$ cat src/rtl/crypto_trigger_gen_if.sv
// Control/status bundle between the crypto register block and the trigger sequencer.
// The register block drives the master side; crypto_trigger_gen uses the slave side.
interface crypto_trigger_gen_if #(
  parameter int unsigned pDLY_WIDTH = 16,
  parameter int unsigned pWID_WIDTH = 16,
  parameter int unsigned pRPT_WIDTH = 8
);
  logic [1:0]            I_mode;
  logic [pDLY_WIDTH-1:0] I_delay;
  logic [pWID_WIDTH-1:0] I_width;
  logic [pRPT_WIDTH-1:0] I_repeat;
  logic                  I_arm;
  logic                  I_disarm;
  logic                  I_start;
  logic                  I_busy;
  logic                  O_trigger;
  logic                  O_armed;
  logic                  O_done;
  logic [pRPT_WIDTH-1:0] O_remaining;
  logic [7:0]            O_missed;

  modport master (
    output I_mode, I_delay, I_width, I_repeat, I_arm, I_disarm, I_start, I_busy,
    input  O_trigger, O_armed, O_done, O_remaining, O_missed
  );

  modport slave (
    input  I_mode, I_delay, I_width, I_repeat, I_arm, I_disarm, I_start, I_busy,
    output O_trigger, O_armed, O_done, O_remaining, O_missed
  );
endinterface

$ cat src/rtl/crypto_trigger_gen.sv
// Programmable side-channel trigger sequencer: FOLLOW / PULSE / WINDOW modes with a
// cycle-exact delay, pulse width and a multi-encryption batch counter.
module crypto_trigger_gen #(
  parameter int unsigned pDLY_WIDTH = 16,
  parameter int unsigned pWID_WIDTH = 16,
  parameter int unsigned pRPT_WIDTH = 8
) (
  input  logic                crypto_clk,
  input  logic                resetn,
  crypto_trigger_gen_if.slave trig_bus
);

  typedef enum logic [1:0] {StIdle, StArmed, StDelay, StActive} state_e;

  localparam logic [1:0] ModeFollow = 2'd0;
  localparam logic [1:0] ModePulse  = 2'd1;
  localparam logic [1:0] ModeWindow = 2'd2;

  state_e                state_q;
  logic [1:0]            mode_q;
  logic [pDLY_WIDTH-1:0] delay_q;
  logic [pDLY_WIDTH-1:0] dcnt_q;
  logic [pWID_WIDTH-1:0] width_q;
  logic [pWID_WIDTH-1:0] wcnt_q;
  logic [pRPT_WIDTH-1:0] repeat_q;
  logic [pRPT_WIDTH-1:0] rem_q;
  logic [7:0]            missed_q;
  logic                  trig_q;
  logic                  armed_q;
  logic                  done_q;
  logic                  busy_q;

  logic                  timed_mode;
  logic [pWID_WIDTH-1:0] width_eff;
  logic                  pulse_end;
  logic                  window_end;
  logic                  follow_fall;
  logic                  event_end;
  logic                  start_missed;
  logic                  batch_last;

  always_comb begin
    timed_mode   = (mode_q == ModePulse) || (mode_q == ModeWindow);
    width_eff    = (width_q == '0) ? pWID_WIDTH'(1) : width_q;
    // ACTIVE spends its first cycle raising the trigger; ends are only checked once it is high.
    pulse_end    = (state_q == StActive) && trig_q && (mode_q == ModePulse) &&
                   (wcnt_q == pWID_WIDTH'(1));
    window_end   = (state_q == StActive) && trig_q && (mode_q == ModeWindow) &&
                   !trig_bus.I_busy;
    follow_fall  = (state_q == StArmed) && (mode_q == ModeFollow) && busy_q &&
                   !trig_bus.I_busy;
    event_end    = pulse_end || window_end || follow_fall;
    start_missed = trig_bus.I_start && ((state_q == StDelay) || (state_q == StActive));
    batch_last   = (repeat_q != '0) && (rem_q == pRPT_WIDTH'(1));
  end

  always_ff @(posedge crypto_clk or negedge resetn) begin
    if (!resetn) begin
      state_q  <= StIdle;
      mode_q   <= 2'd0;
      delay_q  <= '0;
      dcnt_q   <= '0;
      width_q  <= '0;
      wcnt_q   <= '0;
      repeat_q <= '0;
      rem_q    <= '0;
      missed_q <= 8'd0;
      trig_q   <= 1'b0;
      armed_q  <= 1'b0;
      done_q   <= 1'b0;
      busy_q   <= 1'b0;
    end else begin
      done_q <= 1'b0;
      busy_q <= trig_bus.I_busy;
      if (start_missed && (missed_q != 8'hff)) begin
        missed_q <= missed_q + 8'd1;
      end

      if (trig_bus.I_disarm) begin
        state_q <= StIdle;
        trig_q  <= 1'b0;
        armed_q <= 1'b0;
      end else begin
        unique case (state_q)
          StIdle: begin
            if (trig_bus.I_arm) begin
              mode_q   <= trig_bus.I_mode;
              delay_q  <= trig_bus.I_delay;
              width_q  <= trig_bus.I_width;
              repeat_q <= trig_bus.I_repeat;
              rem_q    <= trig_bus.I_repeat;
              missed_q <= 8'd0;
              armed_q  <= 1'b1;
              state_q  <= StArmed;
            end
          end
          StArmed: begin
            if (mode_q == ModeFollow) begin
              trig_q <= trig_bus.I_busy;
            end
            if (timed_mode && trig_bus.I_start) begin
              wcnt_q <= width_eff;
              if (delay_q == '0) begin
                state_q <= StActive;
              end else begin
                dcnt_q  <= delay_q;
                state_q <= StDelay;
              end
            end
          end
          StDelay: begin
            if (dcnt_q == pDLY_WIDTH'(1)) begin
              state_q <= StActive;
            end else begin
              dcnt_q <= dcnt_q - pDLY_WIDTH'(1);
            end
          end
          StActive: begin
            if (!trig_q) begin
              trig_q <= 1'b1;
            end else if ((mode_q == ModePulse) && (wcnt_q != pWID_WIDTH'(1))) begin
              wcnt_q <= wcnt_q - pWID_WIDTH'(1);
            end
          end
          default: state_q <= StIdle;
        endcase

        // Shared end-of-event bookkeeping overrides the per-state updates above.
        if (event_end) begin
          trig_q <= 1'b0;
          if (repeat_q == '0) begin
            state_q <= StArmed;
          end else begin
            rem_q <= rem_q - pRPT_WIDTH'(1);
            if (batch_last) begin
              state_q <= StIdle;
              armed_q <= 1'b0;
              done_q  <= 1'b1;
            end else begin
              state_q <= StArmed;
            end
          end
        end
      end
    end
  end

  assign trig_bus.O_trigger   = trig_q;
  assign trig_bus.O_armed     = armed_q;
  assign trig_bus.O_done      = done_q;
  assign trig_bus.O_remaining = rem_q;
  assign trig_bus.O_missed    = missed_q;

endmodule

$ cat src/flat_wrapper.sv
// flat-port wrapper written by rule: the top's interface ports become plain ports
module crypto_trigger_gen_flat 
#(
  parameter int unsigned pDLY_WIDTH = 16,
  parameter int unsigned pWID_WIDTH = 16,
  parameter int unsigned pRPT_WIDTH = 8
)
  (crypto_clk, resetn, trig_bus_I_mode, trig_bus_I_delay, trig_bus_I_width, trig_bus_I_repeat, trig_bus_I_arm, trig_bus_I_disarm, trig_bus_I_start, trig_bus_I_busy, trig_bus_O_trigger, trig_bus_O_armed, trig_bus_O_done, trig_bus_O_remaining, trig_bus_O_missed);
  crypto_trigger_gen_if #(.pDLY_WIDTH(pDLY_WIDTH), .pWID_WIDTH(pWID_WIDTH), .pRPT_WIDTH(pRPT_WIDTH)) trig_bus_i ();
  input  logic crypto_clk;
  input  logic resetn;
  input wire logic [$bits(trig_bus_i.I_mode)-1:0] trig_bus_I_mode;
  input wire logic [$bits(trig_bus_i.I_delay)-1:0] trig_bus_I_delay;
  input wire logic [$bits(trig_bus_i.I_width)-1:0] trig_bus_I_width;
  input wire logic [$bits(trig_bus_i.I_repeat)-1:0] trig_bus_I_repeat;
  input wire logic [$bits(trig_bus_i.I_arm)-1:0] trig_bus_I_arm;
  input wire logic [$bits(trig_bus_i.I_disarm)-1:0] trig_bus_I_disarm;
  input wire logic [$bits(trig_bus_i.I_start)-1:0] trig_bus_I_start;
  input wire logic [$bits(trig_bus_i.I_busy)-1:0] trig_bus_I_busy;
  output wire logic [$bits(trig_bus_i.O_trigger)-1:0] trig_bus_O_trigger;
  output wire logic [$bits(trig_bus_i.O_armed)-1:0] trig_bus_O_armed;
  output wire logic [$bits(trig_bus_i.O_done)-1:0] trig_bus_O_done;
  output wire logic [$bits(trig_bus_i.O_remaining)-1:0] trig_bus_O_remaining;
  output wire logic [$bits(trig_bus_i.O_missed)-1:0] trig_bus_O_missed;
  assign trig_bus_i.I_mode = trig_bus_I_mode;
  assign trig_bus_i.I_delay = trig_bus_I_delay;
  assign trig_bus_i.I_width = trig_bus_I_width;
  assign trig_bus_i.I_repeat = trig_bus_I_repeat;
  assign trig_bus_i.I_arm = trig_bus_I_arm;
  assign trig_bus_i.I_disarm = trig_bus_I_disarm;
  assign trig_bus_i.I_start = trig_bus_I_start;
  assign trig_bus_i.I_busy = trig_bus_I_busy;
  assign trig_bus_O_trigger = trig_bus_i.O_trigger;
  assign trig_bus_O_armed = trig_bus_i.O_armed;
  assign trig_bus_O_done = trig_bus_i.O_done;
  assign trig_bus_O_remaining = trig_bus_i.O_remaining;
  assign trig_bus_O_missed = trig_bus_i.O_missed;
  crypto_trigger_gen #(.pDLY_WIDTH(pDLY_WIDTH), .pWID_WIDTH(pWID_WIDTH), .pRPT_WIDTH(pRPT_WIDTH)) u_core (.crypto_clk(crypto_clk), .resetn(resetn), .trig_bus(trig_bus_i));
endmodule
$ cat config.mk
export PLATFORM = sky130hd
export DESIGN_NAME = crypto_trigger_gen_flat
export DESIGN_NICKNAME = d
export VERILOG_FILES = /design/src/rtl/crypto_trigger_gen_if.sv /design/src/rtl/crypto_trigger_gen.sv /design/src/flat_wrapper.sv
export SDC_FILE = /design/constraint.sdc
export NUM_CORES = 1
export LEC_CHECK = 0
export ABC_AREA = 0
export CORE_ASPECT_RATIO = 0.6
export CORE_UTILIZATION = 45
export CTS_CLUSTER_DIAMETER = 100
export DETAILED_ROUTE_END_ITERATION = 12
export HOLD_SLACK_MARGIN = 0.02
export PLACE_DENSITY = 0.72
export SLEW_MARGIN = 20
export SYNTH_ARGS = -nofsm -noshare
export SYNTH_HDL_FRONTEND = slang
export SYNTH_SLANG_ARGS = --single-unit
$ cat constraint.sdc
create_clock -name crypto_clk -period 4.5 [get_ports crypto_clk]
set_input_delay 0.9 -clock crypto_clk [delete_from_list [all_inputs] [get_ports crypto_clk]]
set_output_delay 0.9 -clock crypto_clk [all_outputs]
set_load 0.02 [all_outputs]
==> results.yml <==
detailed_routing:
  viasPerCell: 6.14
  drc: 0
  vias: 4405
  drt_pre_antenna_iters: 5
  drt-total-wl_mm: 13.4
  initialDrtViolationCount: 502
  postRouteAntennaNets: 0
  wire_per_inst_um: 18.6
worst_setup_path:
  critPathCaptureType: "register"
  worst_ep_required_time_ns: 4.67
  r2r-start: "u_core.state_q[0]"
  critical_path_class: "reg2reg"
  start_kind: "register"
  critPathLaunch: "u_core.state_q[0]"
  arrival_ns: 3.16
  worst-path-max-fanout: 31
clocking:
  cts_setup_buffers: 0
  cts_hold_buf: 0
  cts_root_buf: "clkbuf_16"
  cts_buffers: 9
  clock-sinks: 96
  clk_pin_slew_ns: 0.06
  cts_resized: 0
  h-tree-depth: 3
  clk_latency_ns: 0.35
  cts_tree: "built"
  clk_path_buf_depth: 2
cells_and_area:
  n_fill_cell: 897
  layout-drive-gt1-share_pct: 13.0
  area_growth_pct: 21.8
  antenna_cells: 0
  multi_input_area_mm2: 0.00257
  seqCellArea_mm2: 0.00240
  design.final.nets: 636
  fin_cells: 718
global_route:
  grt_use_total_pct: 23.6
  first_global_vias: 4208
  grt_max_degree: 75
  grt_pass1_wl_mm: 21.8
  antenna_found_initial: 0
  overflow: 0
power_and_ir_drop:
  ir_drop_uv: 279
  p_leak_nw: 2.49
  powerDensity_mw_per_mm2: 662
die:
  die_w_um: 140
  dieArea_mm2: 0.0119
  die_h_um: 84.8
  initial_core_util_pct: 47.4
  core_mm2: 0.0108
  core.rowCount: 29
  ios: 67
timing:
  clock_skew_ns: 0.00704
  rsz0062_at_grt: "false"
  period_needed_ns: 2.99
  fin_setup_tns_ns: 0
  final-hold-violation-count: 0
  maxSlewHeadroom_pct: 30.3
  maxSlewViolCount: 0
  hold_slack_ns: 0.513
  fmax_ghz: 0.334
  period_share_pct: 66.4
  fin_ws_ns: 1.51
  tightest_slew_ns: 1.05
  setup_viol: 0
yosys:
  seq_area_frac_synth_pct: 46.7
  syn_area_mm2: 0.00514
  synth_edf_count: 0
  avgSynthCellArea_um2: 9.89
  synth_cell_type_count: 62
  synth_top_flop_cell: "dfrtp_1"
  ys_ff_latch: 96
  synthArstFlopShare_pct: 100
  syn_inst: 520
  yosysWarnings: 0
  synth_fp_nets: 582
place:
  detailedPlace.worstSlack_ns: 1.31
  gp_congestion: 0.911
  hpwl_mm: 9.39
  placed_cells: 702
  io_buffer_count: 66
run:
  drv_cap: 0
run_status:
  status: "completed"
hold_path:
  min_path_type: "reg2reg"
  worstHoldStart: "u_core.repeat_q[2]"
[routing by layer]
| metal | GRT usage (%) | share of wire (%) | vias to the layer above |
|---|---|---|---|
| met3 | 4.91 | 6.9 | 11 |
| met5 | 0 | 0 | - |
| met2 | 34.5 | 43 | 177 |
| met4 | 6.39 | 0.89 | 0 |
| met1 | 35.5 | 49 | 2197 |
| li1 | - | - | 2020 |
[cell usage in the layout (no fill, tap or decap), types with 3 or more instances in the layout]
cell              n
o211a_1           4
nand4_1           4
mux2i_1           3
dfrtp_1          96
ha_1             14
a41oi_1           5
nand2b_1          3
clkdlybuf4s50_1  65
mux2_2           39
clkbuf_16         9
buf_4             6
nand2_1          30
a22oi_1           5
xor2_1            5
bufinv_16         3
nor4_1           13
o22a_1           15
nor4b_1           3
or3_1             8
nor3_1           22
a21boi_0          3
and2_1            3
nand3_1          13
a21oi_1          33
and3_1            6
nor2_1           54
o21ai_0          25
inv_1            21
o22ai_1           9
o21a_1            4
a31oi_1           9
[metrics by stage]
stage	util, %	total power, mW	instance area [um2]
floorplan	-	2.68	5140
global route	57.7	4.40	6260
detailed placement	54.5	3.23	5910
global placement	54.5	3.13	5910
finish	57.7	4.15	6260
CTS	57.7	4.14	6260
[flip-flops by register name, summed over array words and instances, names as in the netlist]
register                     cells
u_core.dcnt_q                   16
u_core.state_q                   2
u_core.trig_bus.O_remaining      8
u_core.delay_q                  16
u_core.width_q                  16
u_core.repeat_q                  8
u_core.mode_q                    2
u_core.busy_q                    1
u_core.trig_bus.O_armed          1
u_core.trig_bus.O_done           1
u_core.trig_bus.O_missed         8
u_core.trig_bus.O_trigger        1
u_core.wcnt_q                   16
[cell usage after synthesis, types with 4 or more instances]
master | number | share of area (%)
nand2_1 | 30 | 2.2
nand3_1 | 13 | 1.3
ha_1 | 14 | 3.4
a41oi_1 | 5 | 0.85
o22ai_1 | 9 | 1.1
nor2_1 | 55 | 4.0
nor3_1 | 22 | 2.1
o21ai_0 | 25 | 2.4
clkbuf_1 | 20 | 1.5
xor2_1 | 5 | 0.85
a31oi_1 | 9 | 1.1
o211a_1 | 4 | 0.78
o21a_1 | 4 | 0.58
buf_2 | 6 | 0.58
or3_1 | 8 | 0.97
dfrtp_1 | 96 | 47
inv_1 | 21 | 1.5
and3_1 | 6 | 0.73
nor4_1 | 13 | 1.6
a21oi_1 | 33 | 3.2
nand4_1 | 4 | 0.49
mux2_2 | 39 | 8.5
o22a_1 | 15 | 2.6
a22oi_1 | 5 | 0.73
[final timing paths]
check                           slack, ns  cells past startpoint            endpoint
worst max-delay path                 1.51                      7    u_core.wcnt_q[3]
worst min-delay path                 0.51                      1  u_core.repeat_q[2]
worst max register to register       1.51                      7    u_core.wcnt_q[3]
worst min register to register       0.51                      1  u_core.repeat_q[2]
max in group asynchronous            2.89                      2  u_core.repeat_q[6]
min in group asynchronous            0.70                      1    u_core.dcnt_q[2]
[layout make-up]
| type | count | share of cell area [%] |
|---|---|---|
| sequential | 96 | 38.3 |
| multi-input combinational | 375 | 41.0 |
| clock buffer | 11 | 3.87 |
| inverter | 21 | 1.26 |
| timing repair buffer | 71 | 11.1 |
| tap | 139 | 2.78 |
| clock inverter | 5 | 1.66 |
[critical path, cell delays in order (launching register included)]
cell,delay [ns]
dfrtp_1,0.41
ha_1,0.87
nand3_1,0.30
o31ai_2,0.65
buf_4,0.30
nand3_1,0.09
o21ai_0,0.09
a21oi_1,0.09
[power by group]
group,switching [mW],internal [mW]
Sequential,0.473,1.26
Clock,0.329,0.559
Combinational,0.785,0.743
[kinds of logic after synthesis]
group / synth area share [%]
adder cells (fa/ha/maj): 3.40
AO/OA/AOI/OAI: 17.5
flip-flops: 46.7
buffers and inverters: 3.79
XOR/XNOR: 1.19
multiplexers: 9.34
AND/OR/NAND/NOR: 18.0
Note: power is estimated with default switching activity, not from simulation.
